--- src/rtl/lsu_pkg.sv ---
// Shared encodings for the load/store unit: size codes, exception causes,
// FSM states and the latched request record.
package lsu_pkg;

    localparam logic [1:0] LSU_SIZE_B = 2'b00;
    localparam logic [1:0] LSU_SIZE_H = 2'b01;
    localparam logic [1:0] LSU_SIZE_W = 2'b10;
    localparam logic [1:0] LSU_SIZE_X = 2'b11;

    localparam logic [1:0] LSU_EXC_MISALIGN = 2'd0;
    localparam logic [1:0] LSU_EXC_BUSERR   = 2'd1;
    localparam logic [1:0] LSU_EXC_TIMEOUT  = 2'd2;
    localparam logic [1:0] LSU_EXC_BADSIZE  = 2'd3;

    typedef enum logic [1:0] {
        LSU_ST_IDLE = 2'd0,
        LSU_ST_CMD  = 2'd1,
        LSU_ST_RSP  = 2'd2,
        LSU_ST_DONE = 2'd3
    } lsu_state_e;

    typedef struct packed {
        logic        we;
        logic [1:0]  size;
        logic        is_unsigned;
        logic [31:0] addr;
        logic [31:0] wdata;
        logic [4:0]  rd;
    } lsu_req_t;

    function automatic logic lsu_misaligned(logic [1:0] size, logic [1:0] lo);
        return ((size == LSU_SIZE_H) && lo[0]) || ((size == LSU_SIZE_W) && (lo != 2'b00));
    endfunction

endpackage

--- src/rtl/lsu_align.sv ---
// Combinational byte-lane steering: store enables/replication and load
// extraction with sign or zero extension.
module lsu_align
    import lsu_pkg::*;
(
    input  logic [1:0]  size,
    input  logic        is_unsigned,
    input  logic [1:0]  addr_lo,
    input  logic [31:0] st_data,
    input  logic [31:0] rd_data,
    output logic [3:0]  be,
    output logic [31:0] wr_data,
    output logic [31:0] ld_data
);

    logic [31:0] sh;

    always_comb begin
        be      = 4'b0000;
        wr_data = st_data;
        ld_data = 32'd0;
        sh      = rd_data >> {addr_lo, 3'b000};
        case (size)
            LSU_SIZE_B: begin
                be      = 4'b0001 << addr_lo;
                wr_data = {4{st_data[7:0]}};
                ld_data = is_unsigned ? {24'd0, sh[7:0]} : {{24{sh[7]}}, sh[7:0]};
            end
            LSU_SIZE_H: begin
                be      = 4'b0011 << addr_lo;
                wr_data = {2{st_data[15:0]}};
                ld_data = is_unsigned ? {16'd0, sh[15:0]} : {{16{sh[15]}}, sh[15:0]};
            end
            LSU_SIZE_W: begin
                be      = 4'b1111;
                ld_data = rd_data;
            end
            default: ;
        endcase
    end

endmodule

--- src/rtl/lsu.sv ---
// Blocking load/store unit: one bus transaction at a time, returning either
// a writeback pulse or an exception pulse.
module lsu
    import lsu_pkg::*;
#(
    parameter int unsigned TIMEOUT = 255
) (
    input  logic        clk,
    input  logic        rst_n,
    input  logic        req_valid,
    output logic        req_ready,
    input  logic        req_we,
    input  logic [1:0]  req_size,
    input  logic        req_unsigned,
    input  logic [31:0] req_addr,
    input  logic [31:0] req_wdata,
    input  logic [4:0]  req_rd,
    output logic        bus_cmd_valid,
    input  logic        bus_cmd_ready,
    output logic [31:0] bus_addr,
    output logic        bus_we,
    output logic [3:0]  bus_be,
    output logic [31:0] bus_wdata,
    input  logic        bus_rsp_valid,
    input  logic [31:0] bus_rsp_rdata,
    input  logic        bus_rsp_err,
    output logic        wb_valid,
    output logic        wb_we,
    output logic [4:0]  wb_rd,
    output logic [31:0] wb_data,
    output logic        exc_valid,
    output logic [1:0]  exc_cause,
    output logic        exc_store,
    output logic [31:0] exc_addr
);

    localparam logic [7:0] TO_MAX = 8'(TIMEOUT);

    lsu_state_e  state, state_nxt;
    lsu_req_t    req_q;
    logic [7:0]  cnt;
    logic        exc_q, fault;
    logic [1:0]  cause_q, fault_cause;
    logic [31:0] data_q;
    logic [3:0]  al_be;
    logic [31:0] al_wdata, al_ldata;
    logic        in_cmd, in_done;

    lsu_align u_align (
        .size        (req_q.size),
        .is_unsigned (req_q.is_unsigned),
        .addr_lo     (req_q.addr[1:0]),
        .st_data     (req_q.wdata),
        .rd_data     (bus_rsp_rdata),
        .be          (al_be),
        .wr_data     (al_wdata),
        .ld_data     (al_ldata)
    );

    always_comb begin
        state_nxt   = state;
        fault       = 1'b0;
        fault_cause = LSU_EXC_MISALIGN;
        case (state)
            LSU_ST_IDLE: if (req_valid) begin
                if (req_size == LSU_SIZE_X) begin
                    fault       = 1'b1;
                    fault_cause = LSU_EXC_BADSIZE;
                    state_nxt   = LSU_ST_DONE;
                end else if (lsu_misaligned(req_size, req_addr[1:0])) begin
                    fault     = 1'b1;
                    state_nxt = LSU_ST_DONE;
                end else begin
                    state_nxt = LSU_ST_CMD;
                end
            end
            LSU_ST_CMD: if (bus_cmd_ready) state_nxt = LSU_ST_RSP;
            // A response arriving while the counter sits at the limit still wins.
            LSU_ST_RSP: if (bus_rsp_valid) begin
                fault       = bus_rsp_err;
                fault_cause = LSU_EXC_BUSERR;
                state_nxt   = LSU_ST_DONE;
            end else if (cnt == TO_MAX) begin
                fault       = 1'b1;
                fault_cause = LSU_EXC_TIMEOUT;
                state_nxt   = LSU_ST_DONE;
            end
            LSU_ST_DONE: state_nxt = LSU_ST_IDLE;
            default:     state_nxt = LSU_ST_IDLE;
        endcase
    end

    always_ff @(posedge clk or negedge rst_n) begin
        if (!rst_n) begin
            state   <= LSU_ST_IDLE;
            req_q   <= '0;
            cnt     <= 8'd0;
            exc_q   <= 1'b0;
            cause_q <= 2'd0;
            data_q  <= 32'd0;
        end else begin
            state <= state_nxt;
            case (state)
                LSU_ST_IDLE: if (req_valid) begin
                    req_q   <= '{we: req_we, size: req_size, is_unsigned: req_unsigned,
                                 addr: req_addr, wdata: req_wdata, rd: req_rd};
                    exc_q   <= fault;
                    cause_q <= fault_cause;
                    data_q  <= 32'd0;
                end
                LSU_ST_CMD: if (bus_cmd_ready) cnt <= 8'd0;
                LSU_ST_RSP: if (state_nxt == LSU_ST_DONE) begin
                    exc_q   <= fault;
                    cause_q <= fault_cause;
                    if (bus_rsp_valid && !bus_rsp_err && !req_q.we) data_q <= al_ldata;
                end else begin
                    cnt <= cnt + 8'd1;
                end
                default: ;
            endcase
        end
    end

    // Outputs are gated by state so they read zero in reset and between ops.
    assign in_cmd        = (state == LSU_ST_CMD);
    assign in_done       = (state == LSU_ST_DONE);
    assign req_ready     = (state == LSU_ST_IDLE);
    assign bus_cmd_valid = in_cmd;
    assign bus_addr      = in_cmd ? {req_q.addr[31:2], 2'b00} : 32'd0;
    assign bus_we        = in_cmd & req_q.we;
    assign bus_be        = in_cmd ? al_be : 4'b0000;
    assign bus_wdata     = in_cmd ? al_wdata : 32'd0;
    assign wb_valid      = in_done & ~exc_q;
    assign wb_we         = wb_valid & ~req_q.we;
    assign wb_rd         = wb_valid ? req_q.rd : 5'd0;
    assign wb_data       = wb_valid ? data_q : 32'd0;
    assign exc_valid     = in_done & exc_q;
    assign exc_cause     = exc_valid ? cause_q : 2'd0;
    assign exc_store     = exc_valid & req_q.we;
    assign exc_addr      = exc_valid ? req_q.addr : 32'd0;

endmodule

--- config.mk ---
export PLATFORM = sky130hd
export DESIGN_NAME = lsu
export DESIGN_NICKNAME = d
export VERILOG_FILES = /design/src/rtl/lsu_pkg.sv /design/src/rtl/lsu_align.sv /design/src/rtl/lsu.sv
export SDC_FILE = /design/constraint.sdc
export NUM_CORES = 1
export LEC_CHECK = 0
export CAP_MARGIN = 20
export CORE_MARGIN = 8
export CORE_UTILIZATION = 49
export DETAILED_ROUTE_END_ITERATION = 6
export PLACE_DENSITY = 0.88
export SYNTH_ARGS = -nofsm -noshare
export SYNTH_HDL_FRONTEND = slang
export SYNTH_SLANG_ARGS = --single-unit
--- constraint.sdc ---
create_clock -name clk -period 4.3 [get_ports clk]
set_clock_uncertainty 0.05 [all_clocks]
set_input_delay 0.43 -clock clk [delete_from_list [all_inputs] [get_ports clk]]
set_output_delay 0.43 -clock clk [all_outputs]
set_load 0.02 [all_outputs]
## Word-level counts from Yosys, hierarchy flattened

Cells that the tools add are included.

- Word-level logic and storage cells: 94
- Bits of input ports: 111
- Bits in registers: 118

- Add/sub/neg operators: 1
- Shift-type cells: 3
- Bitwise gates (word level): 7
- Equal/unequal tests: 15
- Reductions and logical operators: 16
- Mux-type cells: 41

Operator list:

| operator | number |
|---|---|
| two-way mux 32 bit | 9 |
| one-hot mux 32 bit (2 select lines) | 2 |
| one-hot mux 32 bit (3 select lines) | 1 |
| >> shifter 32 x 5 -> 16 bit | 1 |
| two-way mux 2 bit | 13 |
| two-way mux 8 bit | 2 |
| one-hot mux 8 bit (2 select lines) | 1 |
| equality test 2 bit (second input constant) | 6 |
| one-hot mux 4 bit (3 select lines) | 1 |
| != test 2 bit (second input constant) | 5 |
| adder 8 x 1 -> 8 bit (second input constant) | 1 |
| equality test 8 bit (second input constant) | 1 |
| one-hot mux 2 bit (4 select lines) | 1 |
| two-way mux 1 bit | 7 |
| equality test 2 x 1 -> 1 bit (second input constant) | 3 |
| AND reduction 3 bit | 2 |
| nonzero test 2 bit | 3 |
| bitwise AND 1 bit | 5 |
| two-way mux 5 bit | 1 |
| logical AND 1 bit | 4 |
| zero test 2 bit | 2 |
| two-way mux 4 bit | 1 |
| one-hot mux 2 bit (2 select lines) | 1 |
| AND reduction 4 bit | 1 |
| other kinds (7) | 9 |

## Longest topological paths before layout

- Word-level depth: 10
- Gate-level depth with buffers: 10
- Mapped depth without buffers: 7

## Hierarchy

A second synthesis with hierarchy kept.

- Cell total of the unflattened synthesis: 690
- Area, all modules: 7084.3 µm²

By module, submodules not included:

| module | area an instance (µm²) | seq. area each (µm²) | cells an instance | instances |
|---|---|---|---|---|
| lsu | 5773.0 | 2952.8 | 491 | 1 |
| lsu_align | 1311.3 | 0.0 | 199 | 1 |

## Worst setup path after synthesis

OpenSTA, ideal clock, no wires.

- Path kind: flip-flop to flip-flop
- From: reg state[0]
- To: reg data_q[1]
- Setup time: 0.121 ns
- Cell stages (with the launch flop): 10
- Buffers on the path: 2
- Slack: 1.909 ns
- Data arrival time: 2.220 ns
- Clock period less this slack: 2.391 ns
- Data required time: 4.129 ns
- Cell sequence: dfrtp_1 inv_1 ha_1 buf_2 nor2b_1 a221o_1 or2_1 a21o_1 buf_6 a22o_1

RTL lines:

| what | RTL line | source |
|---|---|---|
| start, declared | lsu.sv:39 | `lsu_state_e state, state_nxt;` |
| start signal, assigned | lsu.sv:102 | `state <= state_nxt;` |
| zero test 2 bit (*) | n/a |  |
| via req_ready | lsu.sv:11 | `output logic req_ready,` |
| one-hot mux 2 bit (4 select lines) | lsu.sv:64 | `case (state)` |
| equality test 2 bit | lsu.sv:112 | `LSU_ST_RSP: if (state_nxt == LSU_ST_DONE) begin` |
| != test 2 bit (no source line) | n/a |  |
| AND reduction 4 bit (no source line) | n/a |  |
| end signal, assigned | lsu.sv:115 | `if (bus_rsp_valid && !bus_rsp_err && !req_q.we) data_q <= al_ldata;` |
| end, declared | lsu.sv:44 | `logic [31:0] data_q;` |

The timed path passes the listed nets; every way through them passes the cells marked *.
A chain may end at the register's enable or synchronous reset.

## Worst setup path after layout

- From: reg req_q[71] (netlist name)
- To: out bus_wdata[28]

- Word-level cells in the longest chain between the ends: 3

Ends and longest elaborated chain:

| what | RTL line | source |
|---|---|---|
| start, declared | lsu.sv:40 | `lsu_req_t req_q;` |
| start signal, assigned | lsu.sv:105 | `req_q <= '{we: req_we, size: req_size, is_unsigned: req_unsigned,` |
| equality test 2 x 1 -> 1 bit / zero test 2 bit (equally long branches) | lsu_align.sv:23 | `case (size)` |
| one-hot mux 32 bit (2 select lines) (*) | lsu_align.sv:23 |  |
| two-way mux 32 bit (*) | lsu.sv:132 | `assign bus_wdata = in_cmd ? al_wdata : 32'd0;` |
| end, declared | lsu.sv:23 | `output logic [31:0] bus_wdata,` |

Mark *: on every way between the ends. The rest lies on a longest branch, timed or not.

==> flow_results.org <==
** Status
- The flow ran to the end, and the final reports show no timing, DRC or antenna violations.

** Clocking
- The clock passes through at most 2 buffers.
- The clock reaches the later pin of the worst-skew pair after ~0.42 ns.
- Buffers inserted to repair hold after CTS numbered 0.
- After clock tree synthesis, the clock-pin slew on the worst setup and hold paths is around 0.05 ns.
- Clock tree sinks :: around 120
- H-tree lvl count :: 4
- Clock buffer count from CTS :: 17
- TritonCTS built the clock tree.
- Clock tree root buffer cell :: clkbuf_16
- Once the clock tree was built, the resizer swapped 0 gates to a different size.
- In this run the post-CTS setup repair buffer count came out at 0.

** Global routing
- Grt ovf :: 0
- Global-route usage over all layers :: around a quarter
- The first global-routing pass estimated around 36 mm of wire.
- Initial antenna violation count :: 1
- Largest net degree at the start of global routing :: 75
- The number of global-route vias before repair was about 6400.

** Power
- IR analysis of the VDD net gives a maximum drop of a little under 0.5 mV.
- Summed over all cells, the static leakage comes to 4.33 nW.
- Part of the power in the clock network :: between 20 and 25%
- Power dissipated by switching net loads :: around 2.7 mW
- Sequential Power Share :: 30.7%
- The internal power of the cells totals between 4 and 5 mW.
- Power comes to ~6.7 mW.
- Net switching is between 30% and 40% of the power.
- For this design the ratio of total power to cell area is between 600 and 700 nW/um^2.
- Share of total power in combinational logic :: 47.3%

** Final layout
- The area growth from synthesis to layout is 47.4%.
- Area of all placed cells without fillers :: 10000 um^2
- Number of nets at the end of the flow :: just over 1000
- Layout cell share with drive strength beyond 1 :: 15.0%

** Yosys
- For this run, asynchronously set or reset flops after synthesis account for between 90% and 100%.
- Cell area after synthesis :: 6810 um^2
- Sequential elements use between 40% and 50% of the synthesized area.
- Number of warnings printed during yosys synthesis :: 0
- Post-synthesis cell count :: ~670
- Count of flip-flops with a built-in enable after synthesis :: 0
- Flop and latch count out of synthesis :: roughly 120
- For this run, the leading register cell type out of synthesis is dfrtp_1.
- Synthesized area per cell :: between 10 and 15 um^2
- Yosys mapped the design onto between 50 and 60 distinct sky130hd cell types.

** Floorplan
- I/O Pins :: 257
- The initial utilization of the core area, before any placement, comes to 49.6%.
- The floorplan step defined a die boundary enclosing 17900 um^2.
- Chip Height :: 134 um
- Area of the core :: 13700 um^2
- In this run the core area contains 43 standard-cell rows.
- Chip width :: between 100 and 150 um

** STA
- Share of the clock period used by the worst path after layout :: approximately four fifths
- For the finished layout, the period the worst path requires is approximately 3.5 ns.
- Setup repair after global routing left no endpoint under its margin.
- Setup violations remaining at the end of the flow were counted as 0.
- Final max-slew violation count :: 0
- Total Negative Setup Slacks :: 0 ns
- Top achievable clock speed :: 285 MHz
- Measured against its own limit, the worst slew margin works out to 29.3%.
- The final-report hold violation count came to 0.
- Worst setup slack after layout :: 0.793 ns
- Transition time at the pin with the least slew margin :: between 1 and 1.5 ns

** Worst setup path
- Critical path data required time :: roughly 3.8 ns
- Capturing element type of the critical path :: primary output
- The critical path contains buffers and inverters numbering 2 combined.
- For this design, the slowest cell found on the critical path is dfrtp_1.
- In this design, the stage delay of the slowest critical-path cell is between 0.8 and 0.9 ns.
- Maximum fanout along the worst path :: 27
- Among cell families on the critical path, the largest total delay comes from buffers and inverters.
- Arrival time of data at the critical path endpoint :: 3.03 ns
- Cells along the critical path :: clkinv_1 -> nand2_1 -> o211a_1 -> clkdlybuf4s50_1
- The critical path is of the register to primary output type.
- Nature of the critical path startpoint :: register

** Drt
- Number of routed nets with antenna violations :: 0
- Wire length on met3 :: slightly below 2 mm
- After detailed routing, the number of remaining DRC violations is 0.
- Routed metal-1 wirelength :: about 8.7 mm
- Count of vias placed by the detailed router :: around 6200
- Top metal layer carrying routed signals :: met4
- Sum of routed wire length over all layers :: approximately 23 mm
- DRC violation total after the first TritonRoute iteration :: between 400 and 500
- Pre-antenna DRT Iters :: 5
- In the detailed route, the total length drawn on met2 is between 10 and 15 mm.
- In the final routed layout, each cell accounts on average for 20.8 um.
- Via-to-Cell Ratio :: 5.68

** Min path
- The path class of the tightest hold or removal check is input port to async pin.

** Place
- Place WS :: around 1.2 ns
- Routability-driven placement finished with a final weighted congestion of around 0.85.
- PortBufs :: around 250
- Post-Place Cell Area :: ~9400 um^2
- Post-DP HPWL :: between 15 and 20 mm

** Run
- Number of max-cap violations :: 0
[kinds of logic (layout without fill, tap and decap cells)]
kind of cell    Yosys count  after routing  synth area share (%)
other cells               1              3                0.0551
compound gates          141            141                  14.5
simple gates            233            233                  19.3
flops                   118            118                  43.4
fa+ha+maj                 5              5                 0.918
buf+inv                  63            303                  4.10
mux                     111            111                  17.9
[cell type report]
cell class                      instances  area (um^2)
Timing Repair Buffer                  267         2640
Multi-Input combinational cell        492         3600
Tap cell                              180          225
Sequential cell                       118         2950
Fill cell                             976         3680
Inverter                                4         15.0
Clock buffer                           23          488
Antenna cell                            1         2.50
Clock inverter                          9          123
[power by group through the flow]
stage / logic (mW) / registers [mW] / clock network [mW]
after global placement: 3.06 / 2.02 / 0
after CTS: 3.16 / 2.04 / 1.49
after global routing: 3.42 / 2.12 / 1.53
final: 3.16 / 2.05 / 1.47
after floorplan: 2.22 / 1.80 / 0
after detailed placement: 3.13 / 2.05 / 0
[cell usage after synthesis (all sizes together), types with 10 or more instances]
cell | count | share of area [%]
a22o | 10 | 1.3
and3 | 38 | 3.5
nor2 | 17 | 0.94
dfrtp | 118 | 43
o2bb2ai | 16 | 2.1
nor2b | 14 | 1.3
mux2i | 27 | 4.0
a21oi | 37 | 2.7
buf | 15 | 1.5
and2 | 80 | 7.3
nand2 | 52 | 2.9
clkbuf | 44 | 2.4
mux2 | 84 | 14
o21ai | 27 | 2.0
[worst reg2reg max path, delay by kind of cell, from the launching register on]
kind	cells	cell delay, ns
AO/OA/AOI/OAI	4	1.60
adder cells (fa/ha/maj)	1	0.55
flip-flops	1	0.41
AND/OR/NAND/NOR	1	0.23
buffers and inverters	1	0.14
[sequential cells by signal, indices dropped and copies added, names as in the netlist]
name and flops:
state 2, cnt 8, cause_q 2, data_q 32, exc_q 1, req_q 73
[cell usage in the layout, fill, tap and decap left out, types with 10 or more instances in the layout]
master,count
a21oi_1,37
a22o_1,10
and2_1,80
and3_1,38
buf_4,14
clkbuf_16,17
clkdlybuf4s50_1,253
dfrtp_1,118
mux2_2,84
mux2i_1,27
nand2_1,50
nor2_1,17
nor2b_1,13
o21ai_0,27
o2bb2ai_1,16
[final timing paths]
kind | from | endpoint | slack, ns | cells after the start
setup / recovery | req_q[71]$_DFFE_PN0P_ | bus_wdata[28] | 0.79 | 4
hold / removal | rst_n | req_q[41]$_DFFE_PN0P_ | 0.005 | 1
setup reg to reg | state[1]$_DFF_PN0_ | data_q[6]$_DFFE_PN0P_ | 1.20 | 7
hold reg to reg | data_q[25]$_DFFE_PN0P_ | data_q[25]$_DFFE_PN0P_ | 0.43 | 1
max in group asynchronous | rst_n | data_q[23]$_DFFE_PN0P_ | 3.28 | 2
min in group clk | data_q[25]$_DFFE_PN0P_ | data_q[25]$_DFFE_PN0P_ | 0.43 | 1
[metal layers]
metal,vias up,GRT usage (%)
li1,2854,-
met5,-,0
met3,47,8.30
met1,3050,29.5
met4,0,9.48
met2,262,43.6
[metrics by stage]
stage	cells	utilization [%]	hold WS (ns)
final	1094	73.2	0.00546
after global routing	1094	73.2	0.0610
after CTS	1093	73.2	0.0278
after detailed placement	1061	68.7	0.417
after global placement	1061	68.7	0.415
after floorplan	673	-	0.0844
No activity file was read; power rests on OpenSTA's default activity.
